**src/rtl/mix_columns_iter.sv**
```systemverilog
// mix_columns_iter: iterative share-parallel (Inv)MixColumns, one column per clock for every share.
// Rev 1.0 - initial release
`default_nettype none

module mix_columns_iter #(
  parameter int NSHARES = 2,
  parameter int COLS    = 4
) (
  input  logic                        ClkxCI,
  input  logic                        RstxBI,
  input  logic                        StartxSI,
  input  logic                        InvxSI,
  input  logic [NSHARES*COLS*32-1:0]  StatexDI,
  output logic                        ReadyxSO,
  output logic                        DonexSO,
  output logic [NSHARES*COLS*32-1:0]  StatexDO
);

  localparam int SW = COLS * 32;
  localparam int W  = NSHARES * SW;
  localparam int CW = (COLS > 1) ? $clog2(COLS) : 1;
  localparam logic [CW-1:0] LAST_COL = CW'(COLS - 1);

  typedef enum logic [1:0] {
    IDLE = 2'd0,
    BUSY = 2'd1,
    DONE = 2'd2
  } state_e;

  function automatic logic [7:0] xt(input logic [7:0] a);
    return {a[6:0], 1'b0} ^ (a[7] ? 8'h1b : 8'h00);
  endfunction

  function automatic logic [7:0] mul_9(input logic [7:0] a);
    return xt(xt(xt(a))) ^ a;
  endfunction

  function automatic logic [7:0] mul_b(input logic [7:0] a);
    return xt(xt(xt(a))) ^ xt(a) ^ a;
  endfunction

  function automatic logic [7:0] mul_d(input logic [7:0] a);
    return xt(xt(xt(a))) ^ xt(xt(a)) ^ a;
  endfunction

  function automatic logic [7:0] mul_e(input logic [7:0] a);
    return xt(xt(xt(a))) ^ xt(xt(a)) ^ xt(a);
  endfunction

  // Row r uses bytes a[r], a[r+1], a[r+2], a[r+3] (mod 4) against the fixed coefficient row.
  function automatic logic [31:0] mix_col(input logic [31:0] col, input logic inv);
    logic [31:0] res;
    logic [7:0]  a0, a1, a2, a3;
    res = '0;
    for (int r = 0; r < 4; r++) begin
      a0 = col[r*8 +: 8];
      a1 = col[((r+1)%4)*8 +: 8];
      a2 = col[((r+2)%4)*8 +: 8];
      a3 = col[((r+3)%4)*8 +: 8];
      if (inv) res[r*8 +: 8] = mul_e(a0) ^ mul_b(a1) ^ mul_d(a2) ^ mul_9(a3);
      else     res[r*8 +: 8] = xt(a0) ^ xt(a1) ^ a1 ^ a2 ^ a3;
    end
    return res;
  endfunction

  state_e          state_q, state_d;
  logic [CW-1:0]   cnt_q, cnt_d;
  logic [W-1:0]    work_q, work_d;
  logic [W-1:0]    out_q, out_d;
  logic            inv_q, inv_d;
  logic            ready_q, ready_d;
  logic            done_q, done_d;
  logic [W-1:0]    w_rot;

  // One column unit per share; the transformed column re-enters at the top so after COLS steps all columns are done in place.
  for (genvar s = 0; s < NSHARES; s++) begin : g_share
    logic [31:0] w_col_out;
    assign w_col_out = mix_col(work_q[s*SW +: 32], inv_q);
    if (COLS > 1) begin : g_rot
      assign w_rot[s*SW +: SW] = {w_col_out, work_q[s*SW+32 +: SW-32]};
    end else begin : g_single
      assign w_rot[s*SW +: SW] = w_col_out;
    end
  end

  always_comb begin
    state_d = state_q;
    cnt_d   = cnt_q;
    work_d  = work_q;
    inv_d   = inv_q;
    out_d   = out_q;
    done_d  = 1'b0;
    case (state_q)
      IDLE, DONE: begin
        state_d = IDLE;
        if (StartxSI) begin
          state_d = BUSY;
          work_d  = StatexDI;
          inv_d   = InvxSI;
          cnt_d   = '0;
        end
      end
      BUSY: begin
        work_d = w_rot;
        cnt_d  = cnt_q + 1'b1;
        if (cnt_q == LAST_COL) begin
          state_d = DONE;
          out_d   = w_rot;
          done_d  = 1'b1;
        end
      end
      default: state_d = IDLE;
    endcase
    ready_d = (state_d != BUSY);
  end

  always_ff @(posedge ClkxCI or negedge RstxBI) begin
    if (!RstxBI) begin
      state_q <= IDLE;
      cnt_q   <= '0;
      work_q  <= '0;
      inv_q   <= 1'b0;
      out_q   <= '0;
      ready_q <= 1'b1;
      done_q  <= 1'b0;
    end else begin
      state_q <= state_d;
      cnt_q   <= cnt_d;
      work_q  <= work_d;
      inv_q   <= inv_d;
      out_q   <= out_d;
      ready_q <= ready_d;
      done_q  <= done_d;
    end
  end

  assign ReadyxSO = ready_q;
  assign DonexSO  = done_q;
  assign StatexDO = out_q;

endmodule

`default_nettype wire
```
**config.mk**
```make
export PLATFORM = sky130hd
export DESIGN_NAME = mix_columns_iter
export DESIGN_NICKNAME = d
export VERILOG_FILES = /design/src/rtl/mix_columns_iter.sv
export SDC_FILE = /design/constraint.sdc
export NUM_CORES = 1
export LEC_CHECK = 0
export BUFFER_PORTS_ARGS = -buffer_cell sky130_fd_sc_hd__buf_2
export CORE_MARGIN = 2
export CORE_UTILIZATION = 50
export DETAILED_ROUTE_END_ITERATION = 10
export PLACE_DENSITY_LB_ADDON = 0.2
export RECOVER_POWER = 50
export SLEW_MARGIN = 40
export SYNTH_ARGS = -nofsm -noshare
export SYNTH_HDL_FRONTEND = slang
export SYNTH_SLANG_ARGS = --single-unit
```
**constraint.sdc**
```tcl
create_clock -name ClkxCI -period 5 [get_ports ClkxCI]
set_input_delay 0.5 -clock ClkxCI [delete_from_list [all_inputs] [get_ports ClkxCI]]
set_output_delay 0.5 -clock ClkxCI [all_outputs]
set_load 0.02 [all_outputs]
```
* Word-level counts from Yosys, hierarchy flattened
Index checks and enable logic that the tools add are counted.
** Operators by class
- Bitwise operators :: 128
- Muxes and demuxes :: 41
- Reductions and logical operators :: 6
- Add/sub/neg operators :: 1
- Equality and inequality tests :: 5
** Operators with widths (count)
- $xor 8x8->8 :: 110
- $pmux 256 s2 :: 1
- $mux 256 :: 1
- $xor 8x5->8 :: 18
- $mux 5 :: 24
- $mux 8 :: 8
- $pmux 2 s2 :: 2
- $reduce_and 2->1 :: 3
- $eq 2x2->1 const B :: 2
- $mux 2 :: 2
- $mux 1 :: 3
- $add 2x1->2 const B :: 1
- $eq 2x1->1 const B :: 1
- $logic_not 2->1 :: 1
- $ne 2x1->1 const B :: 1
- $ne 2x2->1 const B :: 1
- $reduce_bool 2->1 :: 1
- $reduce_or 2->1 :: 1
** Storage, ports and cells
- Word-level logic and storage cells :: 188
- Bits in registers :: 519
- Bits of input ports :: 260
- Output and inout port bits :: 258

* Depth between registers and ports, before layout
Gate-level depths: netlist of the first run.
- Word-level depth :: 13
- Mapped depth :: 9
- Mapped depth without buffers :: 7

* Worst setup path after synthesis of the first run
Ideal clock, no wire load.
- Kind :: flip-flop to flip-flop
- From :: reg work_q[5]
- To :: reg work_q[99]
- Library setup time :: 0.127 ns
- Stages on the path, launching flop included :: 9
- Arrival time :: 2.210 ns
- Data required time :: 4.873 ns
- Buffers on the path :: 1
- Period minus slack after synthesis :: 2.338 ns
- Setup slack :: 2.662 ns
- Cell sequence :: dfrtp_1 > buf_6 > xnor3_2 > xnor3_2 > xnor3_1 > nand2_2 > xnor2_2 > xnor2_1 > o21ai_1
** Between the ends
- Longest elaborated chain between the ends :: 11
** Ends and longest elaborated chain
- from (decl) :: RTL line 68 : logic [W-1:0] work_q, work_d;
- from (signal assigned) :: RTL line 129 : work_q <= work_d;
- $xor 8x5->8 (2 in series) :: RTL line 31 : return {a[6:0], 1'b0} ^ (a[7] ? 8'h1b : 8'h00);
- $mux 5 :: RTL line 31
- $xor 8x5->8 :: RTL line 31
- $xor 8x8->8 (2 in series) :: RTL line 47 : return xt(xt(xt(a))) ^ xt(xt(a)) ^ xt(a);
- $xor 8x8->8 (3 in series) :: RTL line 60 : if (inv) res[r*8 +: 8] = mul_e(a0) ^ mul_b(a1) ^ mul_d(a2) ^ mul_9(a3);
- $mux 8 :: RTL line 60
- $pmux 256 s2 :: RTL line 93 : case (state_q)
Every way passes these cells.
A chain may end at the register's enable or synchronous reset.

* Worst setup path after layout of the first run
- From :: reg state_q[0]
- To :: reg work_q[111]
** Between the ends
- Longest elaborated chain between the ends :: 4
- Elaborated cells between the ends (all ways) :: 8
- Classes of those cells :: 3 x eq/ne; 1 x mux; 4 x reduce/logical
** Ends and longest elaborated chain
- from (decl) :: RTL line 66 : state_e state_q, state_d;
- from (signal assigned) :: RTL line 127 : state_q <= state_d;
- $eq 2x2->1 or $logic_not 2->1 (tied branches) :: RTL line 93
- $reduce_or 2->1 :: RTL line 93
- $ne 2x2->1 (no source line) or $reduce_bool 2->1 (tied branches)
- $reduce_and 2->1 (no source line)
Parallel ways exist; a longest one is shown, timed or not.

==> Implementation_results.wiki, run 1 <==
{| class="wikitable"
! Metric !! Value
|-
| Result of the run || finished with violations
|-
| Violated checks || capacitance limit, slew limit
|-
| Simple-gate share of the synthesized area || 0.166
|-
| Post-route clock skew || 16.6 ps
|-
| Total clock sinks || 519
|-
| Final net count || 3300
|-
| Remaining routing DRC violations || 0
|-
| Area enclosed by the die boundary || 51200 um2
|-
| Mapped Avg Cell Area || 9.35 um2
|-
| Synthesized cell area || 24700 um2
|-
| Cell count after synthesis || 2641
|-
| Compound-Gate Fraction of Synth Area || 0.0972
|-
| CTS max path bufs || 3
|-
| Worst path arrival time || 4120 ps
|-
| Storage element area || 13000 um2
|-
| Sequential-to-total area share from yosys stat || 0.526
|-
| Floorplan Core Area || 48800 um2
|-
| Leading cell types in the layout, fill and taps excluded || sky130_fd_sc_hd__nand2_1 (670), sky130_fd_sc_hd__dfrtp_1 (517), sky130_fd_sc_hd__nor2_1 (398)
|-
| Cells on worst reg2reg path || 6
|-
| Nature of the critical path endpoint || flip-flop
|-
| Area of the multi-input gates || 10900 um2
|-
| Final worst-path cycle share || 0.718
|-
| Startpoint class of the critical path || flip-flop
|-
| Unrepaired setup endpoints after global routing || no
|-
| Number of antenna violations at the first check in global routing || 11
|-
| Combinational family with the most area after synthesis || XOR/XNOR gates
|-
| Fraction of synthesis flops using an asynchronous set or reset pin || 1.00
|-
| Synth warn || 0
|-
| Worst Max-Slew Pin Slew || 2730 ps
|-
| FF+latch count, synth || 519
|-
| Overall via count from detail_route || 20300
|-
| Layout cell share with drive strength beyond 1 || 0.140
|-
| Category of the most critical setup path || flip-flop to flip-flop
|-
| Critical path capture point || work_q[111]$_DFFE_PN0P_
|-
| Post-detail-place hpwl || 56900 um
|-
| Worst r2r src || state_q[0]$_DFF_PN0_
|-
| Minimum period implied by the final worst setup slack || 3590 ps
|-
| Pin count of the biggest net entering global routing || 130
|-
| Post-synthesis to final-layout area growth || 19.2%
|-
| DRT antenna net count || 0
|-
| Worst slew slack as a fraction of its limit || -0.819
|-
| Final cell count without fillers || 3756
|-
| Avg Vias per Cell || 5.41
|-
| Number of placed instances with taps included || 3642
|-
| Average routed wire per standard cell || 21.6 um
|-
| Most used DFF post-synth || sky130_fd_sc_hd__dfrtp_1
|-
| Critical path data required time || 5530 ps
|-
| Wire length of the first global-routing pass || 122000 um
|-
| Vias in the first global route || 20100
|-
| Overflow after GRT || 0
|-
| Tightest Hold Check Type || input pin to flip-flop
|-
| Total Negative Setup Slacks || 0 ps
|-
| Area share of fa/ha/maj cells after synthesis || 0.000507
|-
| Number of I/O pins || 518
|-
| Number of enable flip-flop cells after synthesis || 0
|-
| Number of hold violations in the final report || 0
|-
| Post-synthesis xor/xnor area fraction || 0.170
|-
| Largest fanout on the critical path || 33
|-
| X dimension of the die || 226 um
|-
| Global-route total usage across every layer || 0.314
|-
| Number of fill cells || 4445
|-
| Cell chosen for the clock root || sky130_fd_sc_hd__clkbuf_16
|-
| Detailed-routing iteration count for the pre-antenna-repair pass || 8
|-
| Mapped Nets || 2902
|-
| Portion of netlist area occupied by mux cells || 0.00370
|-
| Post-synthesis cell type count || 37
|-
| Count of final max-slew check failures || 72
|-
| Achievable Freq || 279 MHz
|-
| Gpl congestion || 0.922
|-
| Total routed wirelength || 81000 um
|-
| Total clock buffers created by CTS || 56
|-
| Number of gates given a new drive strength after cts || 0
|-
| Reg2reg end || work_q[111]$_DFFE_PN0P_
|-
| Buffers inserted by post-CTS timing repair || 0
|-
| Height of the die || 226 um
|-
| CTS H-tree lvls || 2
|-
| Number of failing setup endpoints in the final timing report || 0
|-
| Clock input transition at the sequential cells of the worst setup and hold paths || 70 ps
|-
| Most common library cell in the layout ignoring fill and taps || sky130_fd_sc_hd__nand2_1
|-
| Count of input and output buffers || 517
|-
| Row count || 81
|-
| Launching instance or port of the critical path || state_q[0]$_DFF_PN0_
|-
| Number of DRC markers in iteration 0 || 1637
|-
| Clock tree from TritonCTS || done
|-
| Hold-fix buffers, CTS || 1
|-
| Max cap viols || 2
|-
| Clk Latency, worst-skew pair || 600 ps
|-
| Initial standard-cell utilization of the core || 0.505
|-
| Reg-to-reg slack, setup || 1410 ps
|}
## critical path, stage by stage (launching register included)
cell	delay, ps
sky130_fd_sc_hd__dfrtp_1	490
sky130_fd_sc_hd__nor2b_1	290
sky130_fd_sc_hd__clkbuf_1	1540
sky130_fd_sc_hd__buf_4	640
sky130_fd_sc_hd__nand2_1	190
sky130_fd_sc_hd__and3_1	200
sky130_fd_sc_hd__a21oi_1	120
## state kept, by name (all words and copies together) (netlist names)
signal	flops
inv_q	1
cnt_q	2
DonexSO	1
ReadyxSO	1
StatexDO	256
work_q	256
state_q	2
## per-layer routing
metal | track usage | wire [um]
met1 | 0.412 | 32900
met2 | 0.528 | 40600
met3 | 0.0493 | 4640
met4 | 0.111 | 2850
met5 | 0 | 34
## Yosys cell counts (2+ instances only)
cell | instances | area, um2
sky130_fd_sc_hd__buf_2 | 18 | 90.1
sky130_fd_sc_hd__nand2b_1 | 2 | 12.5
sky130_fd_sc_hd__nor2_1 | 399 | 1500
sky130_fd_sc_hd__clkbuf_1 | 158 | 593
sky130_fd_sc_hd__o21ai_1 | 14 | 70.1
sky130_fd_sc_hd__dfrtp_1 | 518 | 13000
sky130_fd_sc_hd__and3_1 | 3 | 18.8
sky130_fd_sc_hd__xnor3_2 | 3 | 71.3
sky130_fd_sc_hd__xor2_2 | 4 | 65.1
sky130_fd_sc_hd__dlygate4sd1_1 | 3 | 26.3
sky130_fd_sc_hd__inv_1 | 4 | 15.0
sky130_fd_sc_hd__buf_4 | 4 | 30.0
sky130_fd_sc_hd__xnor3_1 | 19 | 428
sky130_fd_sc_hd__xnor2_2 | 8 | 130
sky130_fd_sc_hd__buf_1 | 10 | 37.5
sky130_fd_sc_hd__a22oi_1 | 58 | 435
sky130_fd_sc_hd__o21ai_0 | 111 | 556
sky130_fd_sc_hd__nor2b_1 | 3 | 18.8
sky130_fd_sc_hd__xor2_1 | 88 | 771
sky130_fd_sc_hd__nand2_1 | 672 | 2520
sky130_fd_sc_hd__a21oi_1 | 19 | 95.1
sky130_fd_sc_hd__nand3_1 | 2 | 10.0
sky130_fd_sc_hd__clkbuf_8 | 4 | 55.1
sky130_fd_sc_hd__xnor2_1 | 295 | 2580
sky130_fd_sc_hd__buf_6 | 5 | 56.3
sky130_fd_sc_hd__mux2i_1 | 8 | 80.1
sky130_fd_sc_hd__xor3_1 | 6 | 143
sky130_fd_sc_hd__o22ai_1 | 193 | 1210
sky130_fd_sc_hd__o221ai_1 | 2 | 17.5
## cell families (layout without fill, tap and decap cells)
logic type | after synthesis | after routing
other | 0 | 9
flip-flops | 519 | 519
adder cells (fa/ha/maj) | 1 | 1
XOR/XNOR | 423 | 423
buffers and inverters | 207 | 649
AND/OR/NAND/NOR | 1083 | 1083
AO/OA/AOI/OAI | 399 | 399
multiplexers | 9 | 9
## worst min path at each step
stage	start	cells after the start	end
final	InvxSI	3	inv_q$_DFFE_PN0P_
after floorplan	RstxBI	0	DonexSO$_DFF_PN0_
after global placement	StatexDO[15]$_DFFE_PN0P_	2	StatexDO[15]$_DFFE_PN0P_
after global routing	InvxSI	3	inv_q$_DFFE_PN0P_
after CTS	InvxSI	3	inv_q$_DFFE_PN0P_
after detailed placement	RstxBI	1	StatexDO[27]$_DFFE_PN0P_
## stage by stage
stage           util  hold slack [ps]  cell area, um2  setup WS [ps]
2_1_floorplan      -              204           24700           2660
3_3_place_gp   0.563              452           27500           1510
3_5_place_dp   0.566              420           27600           1470
4_1_cts        0.607             64.8           29600           1470
5_1_grt        0.602             85.0           29400           1270
6_report       0.602             93.9           29400           1410
## cell type report
class                   count  area share
diodes                      9    0.000765
clock buffers              81      0.0563
clock inverters            21      0.0119
inverters                   4    0.000765
multi-input cells        1915       0.369
flip-flops and latches    519       0.441
well taps                 664      0.0282
repair buffers            543      0.0918
Power of run 1 is not shown: default switching activity piles up to over one toggle a cycle in this logic, so the estimate is an artifact.
==> run 2: changes to the inputs <==
Settings changed: ABC_AREA set to 1.
Clock period 5 ns to 3.12 ns, I/O delays scaled along.
==> run 2 against run 1 <==
Against the previous run: the run ends with hold timing, capacitance limit, slew limit left; largest cell class is now multi-input combinational cells; wire length up 59%; synthesized cell count is 46% higher; highest routed layer unchanged; flip-flop and latch count stayed put; sequential share of layout area decreased by 9.2 points; non-clock buffer count increased by 242; fmax is 30% higher; final area up 26%.
==> Implementation_results.wiki, run 2 <==
{| class="wikitable"
! Metric !! Value
|-
| Result of the run || finished with violations
|-
| Violated checks || hold timing, capacitance limit, slew limit
|-
| Avg Vias per Cell || 5.56
|-
| Vias in the first global route || 28400
|-
| Number of antenna violations at the first check in global routing || 8
|-
| CTS max path bufs || 3
|-
| Post-synth top area cell || sky130_fd_sc_hd__dfrtp_1
|-
| Mapped Avg Cell Area || 7.79 um2
|-
| Cell count after synthesis || 3867
|-
| Detailed-routing iteration count for the pre-antenna-repair pass || 6
|-
| Mapped Nets || 4128
|-
| Synthesized cell area || 30100 um2
|-
| Buffers inserted by post-CTS timing repair || 0
|-
| Startpoint class of the critical path || flip-flop
|-
| Total clock sinks || 519
|-
| Worst slew slack as a fraction of its limit || -0.467
|-
| Most common library cell in the layout ignoring fill and taps || sky130_fd_sc_hd__nand2_1
|-
| Average routed wire per standard cell || 24.1 um
|-
| Count leader, synth || sky130_fd_sc_hd__nand2_1
|-
| Number of I/O pins || 518
|-
| Synth top area cells || sky130_fd_sc_hd__dfrtp_1 (43%), sky130_fd_sc_hd__nand2_1 (16%), sky130_fd_sc_hd__xor2_1 (8.1%)
|-
| Cell chosen for the clock root || sky130_fd_sc_hd__clkbuf_16
|-
| DRT antenna net count || 0
|-
| Number of DRC markers in iteration 0 || 2944
|-
| Final net count || 4758
|-
| Critical path data required time || 3700 ps
|-
| Number of failing setup endpoints in the final timing report || 0
|-
| Clock input transition at the sequential cells of the worst setup and hold paths || 60 ps
|-
| CTS H-tree lvls || 2
|-
| Sequential-to-total area share from yosys stat || 0.431
|-
| FF+latch count, synth || 519
|-
| Final worst-path cycle share || 0.883
|-
| Unrepaired setup endpoints after global routing || no
|-
| Gpl congestion || 1.08
|-
| Area share of the largest cell type after synthesis || 0.430
|-
| Worst path arrival time || 3330 ps
|-
| Total clock buffers created by CTS || 55
|-
| Area enclosed by the die boundary || 62200 um2
|-
| Overflow after GRT || 0
|-
| Post-detail-place hpwl || 96000 um
|-
| Most numerous cell types in the synthesized netlist || sky130_fd_sc_hd__nand2_1 (1268), sky130_fd_sc_hd__dfrtp_1 (518), sky130_fd_sc_hd__inv_1 (360)
|-
| Height of the die || 249 um
|-
| Post-synthesis to final-layout area growth || 23.4%
|-
| Post-route worst hold slack || -0.130 ps
|-
| Number of enable flip-flop cells after synthesis || 0
|-
| Category of the most critical setup path || flip-flop to flip-flop
|-
| Max cap viols || 1
|-
| Count of final max-slew check failures || 69
|-
| Post-synthesis cell type count || 41
|-
| Global-route total usage across every layer || 0.405
|-
| Synth warn || 0
|-
| Floorplan Core Area || 59200 um2
|-
| Clk Latency, worst-skew pair || 640 ps
|-
| Fraction of synthesis flops using an asynchronous set or reset pin || 1.00
|-
| Area of the multi-input gates || 14700 um2
|-
| Most used DFF post-synth || sky130_fd_sc_hd__dfrtp_1
|-
| Overall via count from detail_route || 29600
|-
| X dimension of the die || 249 um
|-
| Remaining routing DRC violations || 0
|-
| Row count || 89
|-
| Largest fanout on the critical path || 6
|-
| Layout cell share with drive strength beyond 1 || 0.151
|-
| Minimum period implied by the final worst setup slack || 2750 ps
|-
| Number of fill cells || 5264
|-
| Number of hold violations in the final report || 1
|-
| Tightest Hold Check Type || input pin to flip-flop
|-
| Initial standard-cell utilization of the core || 0.508
|-
| Count of input and output buffers || 517
|-
| Post-route clock skew || 34.7 ps
|-
| Total routed wirelength || 128000 um
|-
| Storage element area || 13000 um2
|-
| Achievable Freq || 363 MHz
|-
| Worst Max-Slew Pin Slew || 2200 ps
|-
| Leading cell types in the layout, fill and taps excluded || sky130_fd_sc_hd__nand2_1 (1265), sky130_fd_sc_hd__dfrtp_1 (517), sky130_fd_sc_hd__buf_2 (388)
|-
| Nature of the critical path endpoint || flip-flop
|-
| Pin count of the biggest net entering global routing || 169
|-
| Wire length of the first global-routing pass || 187000 um
|-
| Total Negative Setup Slacks || 0 ps
|-
| Clock tree from TritonCTS || done
|}
[run 2: cell families (layout without fill, tap and decap cells)]
group,after synthesis,in the layout,synth area share
adder cells (fa/ha/maj),1,1,0.000415
XOR/XNOR,457,457,0.142
buffers and inverters,604,1279,0.0820
other,0,6,0
AND/OR/NAND/NOR,1801,1801,0.241
AO/OA/AOI/OAI,485,485,0.103
flip-flops,519,519,0.431
[run 2: final timing paths]
check | start | endpoint | slack [ps] | cells after the start
hold / removal | StatexDI[73] | work_q[73]$_DFFE_PN0P_ | -0.1 | 3
setup / recovery | work_q[13]$_DFFE_PN0P_ | work_q[108]$_DFFE_PN0P_ | 370 | 15
setup reg to reg | work_q[13]$_DFFE_PN0P_ | work_q[108]$_DFFE_PN0P_ | 370 | 15
min in group asynchronous | RstxBI | StatexDO[43]$_DFFE_PN0P_ | 880 | 2
hold reg to reg | StatexDO[39]$_DFFE_PN0P_ | StatexDO[39]$_DFFE_PN0P_ | 480 | 2
max in group asynchronous | RstxBI | StatexDO[59]$_DFFE_PN0P_ | 580 | 3
[run 2: final cells by class]
type	count	area share
Sequential cell	519	0.349
Clock inverter	32	0.0115
Timing Repair Buffer	785	0.137
Antenna cell	6	0.000404
Clock buffer	70	0.0410
Multi-Input combinational cell	2744	0.395
Inverter	392	0.0400
Tap cell	773	0.0260
[run 2: critical path, stage by stage, from the launching register on]
cell and delay [ps]:
sky130_fd_sc_hd__dfrtp_1 450, sky130_fd_sc_hd__inv_1 110, sky130_fd_sc_hd__buf_4 130, sky130_fd_sc_hd__nand2_1 60, sky130_fd_sc_hd__nand2_2 160, sky130_fd_sc_hd__nand2_1 70
sky130_fd_sc_hd__nand2_1 320, sky130_fd_sc_hd__xor2_1 430, sky130_fd_sc_hd__nand3_1 130, sky130_fd_sc_hd__nand2_1 110, sky130_fd_sc_hd__inv_1 40, sky130_fd_sc_hd__nand2_1 60
sky130_fd_sc_hd__nand3_1 100, sky130_fd_sc_hd__nand2_1 310, sky130_fd_sc_hd__nand2_1 130, sky130_fd_sc_hd__nand2_1 80
[run 2: through the flow]
| step | setup slack (ps) | instance area, um2 | hold WS [ps] | std cells | utilization |
|---|---|---|---|---|---|
| after global routing | 206 | 37200 | 11.6 | 5318 | 0.627 |
| after floorplan | 1370 | 30100 | 16.4 | 3867 | - |
| after CTS | 479 | 37400 | 0.117 | 5315 | 0.631 |
| after global placement | 424 | 33600 | 356 | 5032 | 0.567 |
| final | 366 | 37200 | -0.130 | 5321 | 0.628 |
| after detailed placement | 483 | 33600 | 352 | 5033 | 0.567 |
[run 2: per-layer routing]
metal,vias to the layer above,global-route usage,routed length [um]
li1,13400,-,-
met5,-,0,13
met3,429,0.0649,9940
met4,2,0.318,11900
met2,1615,0.646,58500
met1,14100,0.492,48100
[run 2: timing repair]
item,in CTS,in global routing
gates resized for setup,0,0
hold endpoints to repair,240,0
hold buffers,180,0
Power of run 2 is left out for the same reason.
==> run 3: changes to the inputs <==
Settings changed: ABC_AREA 1 to not set, SLEW_MARGIN 40 to not set.
==> run 3 against run 2 <==
Against the previous run: the run ends with capacitance limit, slew limit left; fmax grew 1.2%; final area fell by 16%; worst setup slack improved by 33 ps; register-to-register slack improved by 30 ps; clock skew is 9.5 ps lower; critical path type unchanged; largest cell class is now registers; highest routed layer unchanged.
==> Implementation_results.wiki, run 3 (synthesis results as in run 1) <==
{| class="wikitable"
! Metric !! Value
|-
| Result of the run || finished with violations
|-
| Violated checks || capacitance limit, slew limit
|-
| Final worst-path cycle share || 0.872
|-
| Placed Area || 27900 um2
|-
| Floorplan Core Area || 48800 um2
|-
| Layout cell share with drive strength beyond 1 || 0.168
|-
| Most common library cell in the layout ignoring fill and taps || sky130_fd_sc_hd__nand2_1
|-
| Number of fill cells || 4183
|-
| Nature of the critical path endpoint || flip-flop
|-
| Total Negative Setup Slacks || 0 ps
|-
| Detailed-routing iteration count for the pre-antenna-repair pass || 5
|-
| Total clock buffers created by CTS || 55
|-
| Clock input transition at the sequential cells of the worst setup and hold paths || 60 ps
|-
| Number of hold violations in the final report || 0
|-
| Height of the die || 226 um
|-
| Number of antenna violations at the first check in global routing || 10
|-
| Remaining routing DRC violations || 0
|-
| Post-route clock skew || 25.2 ps
|-
| Total clock sinks || 519
|-
| Post-route design area || 31100 um2
|-
| CTS H-tree lvls || 2
|-
| Post-synthesis to final-layout area growth || 26.1%
|-
| CTS max path bufs || 3
|-
| Final net count || 3483
|-
| Leading cell types in the layout, fill and taps excluded || sky130_fd_sc_hd__nand2_1 (670), sky130_fd_sc_hd__dfrtp_1 (517), sky130_fd_sc_hd__nor2_1 (398)
|-
| Startpoint class of the critical path || flip-flop
|-
| Achievable Freq || 368 MHz
|-
| Worst Max-Slew Pin Slew || 1910 ps
|-
| Count of final max-slew check failures || 56
|-
| Largest fanout on the critical path || 9
|-
| Total routed wirelength || 84800 um
|-
| DRT antenna net count || 0
|-
| Tightest Hold Check Type || input pin to flip-flop
|-
| Vias in the first global route || 21500
|-
| Post-detail-place hpwl || 59600 um
|-
| Area enclosed by the die boundary || 51200 um2
|-
| Clk Latency, worst-skew pair || 610 ps
|-
| Overall via count from detail_route || 21300
|-
| Overflow after GRT || 0
|-
| Category of the most critical setup path || flip-flop to flip-flop
|-
| Cell chosen for the clock root || sky130_fd_sc_hd__clkbuf_16
|-
| Number of failing setup endpoints in the final timing report || 0
|-
| Clock tree from TritonCTS || done
|-
| Avg Vias per Cell || 5.41
|-
| Row count || 81
|-
| Average routed wire per standard cell || 21.5 um
|-
| Wire length of the first global-routing pass || 128000 um
|-
| Number of I/O pins || 518
|-
| Worst path arrival time || 3160 ps
|-
| Max cap viols || 1
|-
| Buffers inserted by post-CTS timing repair || 0
|-
| Global-route total usage across every layer || 0.331
|-
| Minimum period implied by the final worst setup slack || 2720 ps
|-
| Pin count of the biggest net entering global routing || 195
|-
| Critical path data required time || 3560 ps
|-
| Count of input and output buffers || 517
|-
| X dimension of the die || 226 um
|-
| Worst slew slack as a fraction of its limit || -0.274
|-
| Gpl congestion || 0.900
|-
| Post-route worst hold slack || 0.485 ps
|-
| Unrepaired setup endpoints after global routing || no
|-
| Number of gates given a new drive strength after cts || 0
|-
| Number of DRC markers in iteration 0 || 1791
|-
| Initial standard-cell utilization of the core || 0.505
|}
run 3: changes by cell type in the layout (fill, tap and decap cells not counted), moves of 21 or more:
cell | before | now
sky130_fd_sc_hd__a221oi_1 | 150 | 1
sky130_fd_sc_hd__inv_1 | 360 | 3
sky130_fd_sc_hd__xor2_1 | 280 | 88
sky130_fd_sc_hd__nor2_1 | 260 | 398
sky130_fd_sc_hd__nand3_1 | 201 | 2
sky130_fd_sc_hd__nand2_2 | 22 | 1
sky130_fd_sc_hd__buf_4 | 64 | 31
sky130_fd_sc_hd__a22oi_1 | 0 | 58
sky130_fd_sc_hd__o22ai_1 | 42 | 193
sky130_fd_sc_hd__nand2_1 | 1265 | 670
sky130_fd_sc_hd__inv_2 | 26 | 0
sky130_fd_sc_hd__xnor2_1 | 146 | 295
sky130_fd_sc_hd__o21ai_0 | 241 | 111
run 3: worst paths after layout:
check | to | slack [ps] | startpoint | depth (start not counted)
worst min-delay path | work_q[179]$_DFFE_PN0P_ | 0.5 | StatexDI[179] | 3
max in group asynchronous | work_q[29]$_DFFE_PN0P_ | 730 | RstxBI | 3
worst max-delay path | StatexDO[98]$_DFFE_PN0P_ | 400 | work_q[31]$_DFFE_PN0P_ | 7
worst min register to register | StatexDO[193]$_DFFE_PN0P_ | 470 | StatexDO[193]$_DFFE_PN0P_ | 2
worst max register to register | StatexDO[98]$_DFFE_PN0P_ | 400 | work_q[31]$_DFFE_PN0P_ | 7
min in group asynchronous | StatexDO[22]$_DFFE_PN0P_ | 780 | RstxBI | 2
run 3: final cells by class:
| type | instances | area (um2) | area share |
|---|---|---|---|
| repair buffers | 727 | 4610 | 0.148 |
| clock inverters | 15 | 168 | 0.00539 |
| inverters | 4 | 20.0 | 0.000643 |
| diodes | 8 | 20.0 | 0.000643 |
| clock buffers | 85 | 1660 | 0.0534 |
| multi-input cells | 1915 | 10800 | 0.348 |
| flip-flops and latches | 519 | 13000 | 0.417 |
| well taps | 664 | 831 | 0.0267 |
run 3: worst max-delay path, stage by stage (launching register included):
cell	delay [ps]
sky130_fd_sc_hd__dfrtp_1	720
sky130_fd_sc_hd__xor2_1	490
sky130_fd_sc_hd__xnor3_1	510
sky130_fd_sc_hd__xnor2_1	140
sky130_fd_sc_hd__mux2i_1	170
sky130_fd_sc_hd__xor2_1	270
sky130_fd_sc_hd__xnor2_1	170
sky130_fd_sc_hd__o21ai_0	100
run 3: routing by layer:
layer / global-route usage / share of wire
met1: 0.427 / 0.40
met2: 0.559 / 0.50
met3: 0.0472 / 0.060
met4: 0.143 / 0.042
met5: 0 / 0.00052
run 3: timing repair:
item	CTS	global route
hold buffers	160	0
hold endpoints to repair	212	0
endpoints found under the setup margin	0	0
run 3: per-stage QoR:
stage          std cells  utilization  setup slack (ps)
5_1_grt             3936        0.637               190
3_5_place_dp        3669        0.570               402
6_report            3937        0.637               399
3_3_place_gp        3669        0.570               400
4_1_cts             3929        0.641               385
2_1_floorplan       2641            -               782
Power of run 3 is left out for the same reason.
